## src/rtl/ram_scan_pkg.sv

```systemverilog
// -----------------------------------------------------------------------------
// ram_scan_pkg
// Shared definitions for the RAM scan controller:
//   - mode encodings carried on the 2-bit mode input
//   - FSM state encodings (legacy-compatible localparam constants)
//   - a helper that maps a start command's mode to the state it launches
// No ports; imported by ram_scan_ctrl.
// -----------------------------------------------------------------------------
package ram_scan_pkg;

    typedef logic [1:0] mode_t;
    typedef logic [1:0] state_t;

    // Command modes, sampled only together with start while idle
    localparam mode_t MODE_MANUAL = 2'b00;
    localparam mode_t MODE_CLEAR  = 2'b01;
    localparam mode_t MODE_SCAN   = 2'b10;
    localparam mode_t MODE_RSVD   = 2'b11;

    // Controller states
    localparam state_t ST_IDLE  = 2'd0;
    localparam state_t ST_CLEAR = 2'd1;
    localparam state_t ST_SCAN  = 2'd2;

    // State entered from IDLE when start is seen with the given mode.
    // Manual and reserved modes do not launch anything, so they map to IDLE.
    function automatic state_t start_target(input mode_t mode);
        state_t nxt;
        case (mode)
            MODE_CLEAR: nxt = ST_CLEAR;
            MODE_SCAN:  nxt = ST_SCAN;
            default:    nxt = ST_IDLE;
        endcase
        return nxt;
    endfunction

endpackage

```

## src/rtl/ram_scan_ctrl_if.sv

```systemverilog
// -----------------------------------------------------------------------------
// ram_scan_ctrl_if
// Command / observation bundle of the RAM scan controller.
//   mode     [1:0]     command mode (manual / clear / scan / reserved)
//   start              single-cycle command pulse
//   wren               manual write enable (honoured only while idle)
//   addr_in  [ADDR_W]  manual address
//   data_in  [DATA_W]  manual write data
//   addr_out [ADDR_W]  address currently presented to the memory
//   data_out [DATA_W]  registered read data of the previous cycle's address
//   busy               high while clearing or scanning
//   done               one-cycle pulse on return to idle
// master: drives commands (user logic / bench); slave: the controller.
// -----------------------------------------------------------------------------
interface ram_scan_ctrl_if #(
    parameter int ADDR_W = 5,
    parameter int DATA_W = 4
);

    logic [1:0]        mode;
    logic              start;
    logic              wren;
    logic [ADDR_W-1:0] addr_in;
    logic [DATA_W-1:0] data_in;
    logic [ADDR_W-1:0] addr_out;
    logic [DATA_W-1:0] data_out;
    logic              busy;
    logic              done;

    modport master (
        output mode,
        output start,
        output wren,
        output addr_in,
        output data_in,
        input  addr_out,
        input  data_out,
        input  busy,
        input  done
    );

    modport slave (
        input  mode,
        input  start,
        input  wren,
        input  addr_in,
        input  data_in,
        output addr_out,
        output data_out,
        output busy,
        output done
    );

endinterface

```

## src/rtl/ram_sp.sv

```systemverilog
// -----------------------------------------------------------------------------
// ram_sp
// Single-port synchronous RAM, 2**ADDR_W words of DATA_W bits.
// The read port is registered and reads before write: a write and a read of
// the same address on one edge return the old word.
//   clock   rising-edge clock
//   resetn  asynchronous active-low reset of the read register only; the
//           array itself is never cleared by reset
//   we      write enable
//   addr    shared read/write address
//   wdata   write data
//   rdata   registered read data
// -----------------------------------------------------------------------------
module ram_sp #(
    parameter int ADDR_W = 5,
    parameter int DATA_W = 4
) (
    input  logic              clock,
    input  logic              resetn,
    input  logic              we,
    input  logic [ADDR_W-1:0] addr,
    input  logic [DATA_W-1:0] wdata,
    output logic [DATA_W-1:0] rdata
);

    localparam int DEPTH = 2 ** ADDR_W;

    logic [DATA_W-1:0] mem [DEPTH];

    always_ff @(posedge clock) begin
        if (we) begin
            mem[addr] <= wdata;
        end
    end

    // Non-blocking update of mem above means this samples the pre-write word.
    always_ff @(posedge clock or negedge resetn) begin
        if (!resetn) begin
            rdata <= '0;
        end else begin
            rdata <= mem[addr];
        end
    end

endmodule

```

## src/rtl/ram_scan_ctrl.sv

```systemverilog
// -----------------------------------------------------------------------------
// ram_scan_ctrl
// Front-end controller for a small RAM. In IDLE the memory follows the manual
// address/data/write-enable inputs. A start pulse with mode=CLEAR zeroes every
// word, one per cycle. A start pulse with mode=SCAN steps the address through
// the whole memory once every TICK_DIV clocks, wrapping forever until another
// start pulse arrives. Display decoding of addr_out/data_out is done outside.
//   clock    sole clock, rising edge
//   resetn   asynchronous active-low reset (memory contents are kept)
//   bus      ram_scan_ctrl_if.slave: mode, start, wren, addr_in, data_in in;
//            addr_out, data_out, busy, done out
// Parameters: ADDR_W address width, DATA_W word width, TICK_DIV clocks per
// scan step (must be >= 2).
// -----------------------------------------------------------------------------
module ram_scan_ctrl
    import ram_scan_pkg::*;
#(
    parameter int ADDR_W   = 5,
    parameter int DATA_W   = 4,
    parameter int TICK_DIV = 50_000_000
) (
    input  logic           clock,
    input  logic           resetn,
    ram_scan_ctrl_if.slave bus
);

    localparam int                TICK_W    = (TICK_DIV > 1) ? $clog2(TICK_DIV) : 1;
    localparam logic [TICK_W-1:0] TICK_LAST = TICK_W'(TICK_DIV - 1);
    localparam logic [ADDR_W-1:0] CNT_LAST  = '1;

    state_t            state;
    logic [ADDR_W-1:0] cnt;
    logic [TICK_W-1:0] tick;
    logic              done_q;

    logic              mem_we;
    logic [ADDR_W-1:0] mem_addr;
    logic [DATA_W-1:0] mem_wdata;

    // Memory port steering: manual inputs in IDLE, the sweep counter otherwise.
    // The clear sweep writes zero on every cycle it spends in CLEAR.
    always_comb begin
        mem_we    = 1'b0;
        mem_addr  = bus.addr_in;
        mem_wdata = bus.data_in;
        case (state)
            ST_IDLE: begin
                mem_we = bus.wren;
            end
            ST_CLEAR: begin
                mem_we    = 1'b1;
                mem_addr  = cnt;
                mem_wdata = '0;
            end
            default: begin
                mem_addr = cnt;
            end
        endcase
    end

    always_ff @(posedge clock or negedge resetn) begin
        if (!resetn) begin
            state  <= ST_IDLE;
            cnt    <= '0;
            tick   <= '0;
            done_q <= 1'b0;
        end else begin
            done_q <= 1'b0;
            case (state)
                ST_IDLE: begin
                    // Mode is only looked at here, alongside start.
                    if (bus.start) begin
                        state <= start_target(bus.mode);
                        cnt   <= '0;
                        tick  <= '0;
                    end
                end
                ST_CLEAR: begin
                    // start is deliberately ignored until the sweep finishes.
                    if (cnt == CNT_LAST) begin
                        state  <= ST_IDLE;
                        cnt    <= '0;
                        done_q <= 1'b1;
                    end else begin
                        cnt <= cnt + ADDR_W'(1);
                    end
                end
                ST_SCAN: begin
                    if (bus.start) begin
                        state  <= ST_IDLE;
                        cnt    <= '0;
                        tick   <= '0;
                        done_q <= 1'b1;
                    end else if (tick == TICK_LAST) begin
                        tick <= '0;
                        // Natural overflow gives the DEPTH-1 -> 0 wrap.
                        cnt  <= cnt + ADDR_W'(1);
                    end else begin
                        tick <= tick + TICK_W'(1);
                    end
                end
                default: begin
                    state <= ST_IDLE;
                    cnt   <= '0;
                    tick  <= '0;
                end
            endcase
        end
    end

    ram_sp #(
        .ADDR_W (ADDR_W),
        .DATA_W (DATA_W)
    ) u_ram (
        .clock  (clock),
        .resetn (resetn),
        .we     (mem_we),
        .addr   (mem_addr),
        .wdata  (mem_wdata),
        .rdata  (bus.data_out)
    );

    assign bus.addr_out = mem_addr;
    // done is registered and only ever set on the edge that enters IDLE,
    // so it can never overlap busy.
    assign bus.busy     = (state != ST_IDLE);
    assign bus.done     = done_q;

endmodule

```

## src/flat_wrapper.sv

```systemverilog
// flat-port wrapper written by rule: the top's interface ports become plain ports
module ram_scan_ctrl_flat import ram_scan_pkg::*;
#(
    parameter int ADDR_W   = 5,
    parameter int DATA_W   = 4,
    parameter int TICK_DIV = 50_000_000
)
  (clock, resetn, bus_mode, bus_start, bus_wren, bus_addr_in, bus_data_in, bus_addr_out, bus_data_out, bus_busy, bus_done);
  ram_scan_ctrl_if #(.ADDR_W(ADDR_W), .DATA_W(DATA_W)) bus_i ();
  input  logic clock;
  input  logic resetn;
  input wire logic [$bits(bus_i.mode)-1:0] bus_mode;
  input wire logic [$bits(bus_i.start)-1:0] bus_start;
  input wire logic [$bits(bus_i.wren)-1:0] bus_wren;
  input wire logic [$bits(bus_i.addr_in)-1:0] bus_addr_in;
  input wire logic [$bits(bus_i.data_in)-1:0] bus_data_in;
  output wire logic [$bits(bus_i.addr_out)-1:0] bus_addr_out;
  output wire logic [$bits(bus_i.data_out)-1:0] bus_data_out;
  output wire logic [$bits(bus_i.busy)-1:0] bus_busy;
  output wire logic [$bits(bus_i.done)-1:0] bus_done;
  assign bus_i.mode = bus_mode;
  assign bus_i.start = bus_start;
  assign bus_i.wren = bus_wren;
  assign bus_i.addr_in = bus_addr_in;
  assign bus_i.data_in = bus_data_in;
  assign bus_addr_out = bus_i.addr_out;
  assign bus_data_out = bus_i.data_out;
  assign bus_busy = bus_i.busy;
  assign bus_done = bus_i.done;
  ram_scan_ctrl #(.ADDR_W(ADDR_W), .DATA_W(DATA_W), .TICK_DIV(TICK_DIV)) u_core (.clock(clock), .resetn(resetn), .bus(bus_i));
endmodule
```

## config.mk

```make
export PLATFORM = sky130hd
export DESIGN_NAME = ram_scan_ctrl_flat
export DESIGN_NICKNAME = d
export VERILOG_FILES = /design/src/rtl/ram_scan_pkg.sv /design/src/rtl/ram_scan_ctrl_if.sv /design/src/rtl/ram_sp.sv /design/src/rtl/ram_scan_ctrl.sv /design/src/flat_wrapper.sv
export SDC_FILE = /design/constraint.sdc
export NUM_CORES = 1
export LEC_CHECK = 0
export ABC_AREA = 1
export BUFFER_PORTS_ARGS = -buffer_cell sky130_fd_sc_hd__buf_4
export CAP_MARGIN = 20
export CELL_PAD_IN_SITES_DETAIL_PLACEMENT = 2
export CELL_PAD_IN_SITES_GLOBAL_PLACEMENT = 2
export CORE_ASPECT_RATIO = 0.9
export CORE_MARGIN = 4
export CORE_UTILIZATION = 39
export CTS_CLUSTER_SIZE = 28
export DETAILED_ROUTE_END_ITERATION = 16
export GPL_TIMING_DRIVEN = 0
export PLACE_DENSITY = 0.76
export SYNTH_ARGS = -nofsm -noshare
export SYNTH_HDL_FRONTEND = slang
export SYNTH_SLANG_ARGS = --single-unit
```

## constraint.sdc

```tcl
create_clock -name clock -period 2.5 [get_ports clock]
set_input_delay 0.125 -clock clock [delete_from_list [all_inputs] [get_ports clock]]
set_output_delay 0.125 -clock clock [all_outputs]
set_load 0.05 [all_outputs]
```

==> out/summary.md <==
- status: complete, no violations
- via-per-instance ratio: 5.30
- gate count of the mapped netlist: 903
- WP data required: 2.87 ns
- setup repair after global routing missed its margin: true
- list of cells traversed by the critical path: inv_1 -> ha_4 -> inv_2 -> nand2_1 -> nand2_2 -> buf_1 -> nand2_1 -> nand2_1 -> nand2_1 -> nand2_1 -> nor2_1 -> nand2_1
- Leak: 4.12 nW
- antenna violations before repair: 0
- half-perimeter wire length after detailed placement: 18.4 mm
- final count of hold timing violations: 0
- global-route wire length before repair: 41.8 mm
- most area-hungry cell type in the Yosys netlist: sky130_fd_sc_hd__edfxtp_1
- Setup Viol. Count Final: 0
- Slew HR: 40.6%
- final setup slack of the worst path: 0.0659 ns
- minimum hold slack: 0.0419 ns
- die height: 143 µm
- area of the core: 19900 µm²
- crit-path most repeated cell: sky130_fd_sc_hd__nand2_1
- CP Capture Type: flop
- clock-pin slew on the worst setup and hold paths: 0.08 ns
- floorplan die width: 158 µm
- Initial Utilization: 39.6%
- count of standard-cell rows: 49
- Clock Sink Count: 166
- number of top-level pins: 26
- share of synthesized area occupied by flip-flops and latches: 60.8%
- remaining design rule violation count: 0
- total power density per cell area: 1130 nW/µm²
- commonest cells after routing, fill and taps aside: sky130_fd_sc_hd__nand2_1 (407), sky130_fd_sc_hd__edfxtp_1 (128), sky130_fd_sc_hd__inv_1 (70)
- number of global-route vias before repair: 7267
- Wirelength per Cell: 22.7 µm
- category of the critical setup timing path: flop to flop
- most frequent standard cell in the layout excluding fill and tap cells: sky130_fd_sc_hd__nand2_1
- maximum clock insertion buffer count: 2
- cell chosen for the clock root: sky130_fd_sc_hd__clkbuf_16
- worst skew pair latency: 0.44 ns
- number of nets with antenna violations after routing: 0
- critical-path cell with the highest stage delay: sky130_fd_sc_hd__buf_1
- Placer Congestion: 0.812
- total die area: 22600 µm²
- count of inserted antenna diode cells: 0
- total of fill cells in the finished design: 2144
- biggest area contributors in the synthesized netlist: sky130_fd_sc_hd__edfxtp_1 (49%), sky130_fd_sc_hd__nand2_1 (20%), sky130_fd_sc_hd__dfrtp_1 (12%)
- number of CTS-inserted buffers: 17
- Post-synth EDFFs: 128
- worst vdd rail ir drop: 712 µV
- largest net degree at the start of global routing: 39
- average size of a mapped cell: 8.73 µm²
- Syn Nets: 924
- max-capacitance violation count: 0
- Startpoint Class: flop
- count of pins over their slew limit: 0
- final clock period utilization by the worst path: 97.4%
- input/output buffers: 25
- Seq. cell area: 4790 µm²
- type of the worst min-delay path: input pin to flop
- transition at the pin with the smallest max-transition slack: 0.889 ns
- GRT overflow: 0
- data arrival time of the critical path: 2.80 ns
- setup slack at placement: -0.690 ns
- register bit total from synthesis: 166
- Worst Clk Skew: 0.00947 ns
- highest fanout seen on the critical path: 10
- H-tree levels: 4
- number of iterations in the first detailed-routing pass: 5
- area fraction of the dominant cell type after synthesis: 48.8%
- Setup TNS: 0 ns
- multi-input gate area in the final layout: 3050 µm²
- final worst path period need: 2.43 ns
- number of cells in the design after placement: 1186
- Cell variety after synth: 31
- fraction of registers with async set/reset: 22.9%
- Final nets: 989
- Layout Cells excl Fill: 1236
- count of yosys warnings during synthesis: 0
- global-route usage over all layers: 25.2%
- synth-to-layout area growth: 21.9%
- TritonCTS clock tree: done
- number of DRC violations after detailed-routing iteration 0: 345
- delay contributed by the slowest stage of the critical path: 0.59 ns
- WL final: 28.0 mm
- fraction of final layout cells with drive strength greater than 1: 17.1%
- maximum clock frequency: 411 MHz
- post-synth design cell area: 7880 µm²
- flip-flop cell with the highest count after synthesis: sky130_fd_sc_hd__edfxtp_1
- vias: 6549
-- worst paths after layout --
| path | from | end | slack (ns) | cells past startpoint |
|---|---|---|---|---|
| setup / recovery | u_core.state[0] | u_core.u_ram.rdata[0] | 0.07 | 12 |
| hold / removal | bus_mode[1] | u_core.state[0] | 0.04 | 4 |
| setup reg to reg | u_core.state[0] | u_core.u_ram.rdata[0] | 0.07 | 12 |
| hold reg to reg | u_core.tick[1] | u_core.tick[1] | 0.56 | 2 |
| max in group asynchronous | resetn | u_core.tick[16] | 1.87 | 2 |
| min in group asynchronous | resetn | u_core.cnt[1] | 0.23 | 2 |
-- metal layers --
layer | GRT usage (%) | vias up | share of wire [%]
met1 | 29.5 | 3362 | 42
li1 | - | 3033 | -
met5 | 0 | - | 0
met2 | 46.1 | 109 | 53
met4 | 9.19 | 0 | 2.4
met3 | 4.27 | 45 | 3.1
-- registers in the layout, summed over array words and instances (netlist names) --
| signal | flops |
|---|---|
| u_core.cnt | 5 |
| u_core.state | 2 |
| u_core.u_ram.rdata | 4 |
| u_core.bus.done | 1 |
| u_core.tick | 26 |
| u_core.u_ram.mem | 128 |
-- layout make-up --
type	count	area share, %
inverter	76	3.03
sequential	166	49.9
clock inverter	15	1.68
multi-input combinational	635	31.7
timing repair buffer	46	4.43
buffer	26	1.48
tap	255	3.32
clock buffer	17	4.43
-- worst max-delay path: cells and delay by family (launching register included) --
kind	cells	cell delay, ns
AND/OR/NAND/NOR	8	0.97
buffers and inverters	3	0.81
flip-flops	1	0.37
adder cells (fa/ha/maj)	1	0.21
-- repair_timing --
item	in CTS	in global routing
resized for setup	59	43
hold endpoints to repair	41	0
pin swaps	0	3
setup buffers	2	13
endpoints found under the setup margin	133	130
hold buffers	3	0
-- kinds of logic (layout without fill, tap and decap cells) --
logic type      Yosys count  after routing  share of synthesized area, %
simple gates            592            592                          30.1
flops                   166            166                          60.8
xor+xnor                  6              6                         0.667
compound gates           31             31                          2.25
fa+ha+maj                 6              6                         0.952
buf+inv                 102            180                          5.21
-- through the flow --
step | utilization [%] | total power, mW | instance area, µm²
floorplan | - | 5.79 | 7880
CTS | 46.7 | 10.4 | 9300
global placement | 42.1 | 7.18 | 8390
finish | 48.2 | 10.9 | 9610
detailed placement | 42.4 | 7.38 | 8450
global route | 48.2 | 11.4 | 9610
-- Yosys cell counts, types with 2 or more instances --
| cell type | count |
|---|---|
| sky130_fd_sc_hd__o21ai_1 | 2 |
| sky130_fd_sc_hd__a21oi_1 | 5 |
| sky130_fd_sc_hd__buf_1 | 2 |
| sky130_fd_sc_hd__dfrtp_1 | 38 |
| sky130_fd_sc_hd__nand4_1 | 12 |
| sky130_fd_sc_hd__inv_2 | 4 |
| sky130_fd_sc_hd__ha_1 | 6 |
| sky130_fd_sc_hd__nand2_1 | 410 |
| sky130_fd_sc_hd__or2_2 | 2 |
| sky130_fd_sc_hd__nor2_2 | 5 |
| sky130_fd_sc_hd__o21ai_0 | 15 |
| sky130_fd_sc_hd__clkbuf_1 | 6 |
| sky130_fd_sc_hd__buf_4 | 2 |
| sky130_fd_sc_hd__nor3_1 | 3 |
| sky130_fd_sc_hd__o21bai_1 | 3 |
| sky130_fd_sc_hd__nand2_2 | 5 |
| sky130_fd_sc_hd__buf_2 | 16 |
| sky130_fd_sc_hd__nor2_1 | 94 |
| sky130_fd_sc_hd__inv_1 | 72 |
| sky130_fd_sc_hd__xnor2_1 | 2 |
| sky130_fd_sc_hd__xor2_1 | 4 |
| sky130_fd_sc_hd__nand3_1 | 59 |
| sky130_fd_sc_hd__edfxtp_1 | 128 |
-- report_power, final --
| part | switching, mW | internal [mW] |
|---|---|---|
| Combinational | 3.63 | 1.21 |
| Sequential | 0.0622 | 3.30 |
| Clock | 1.33 | 1.34 |
Power figures use the tool's default switching activity.
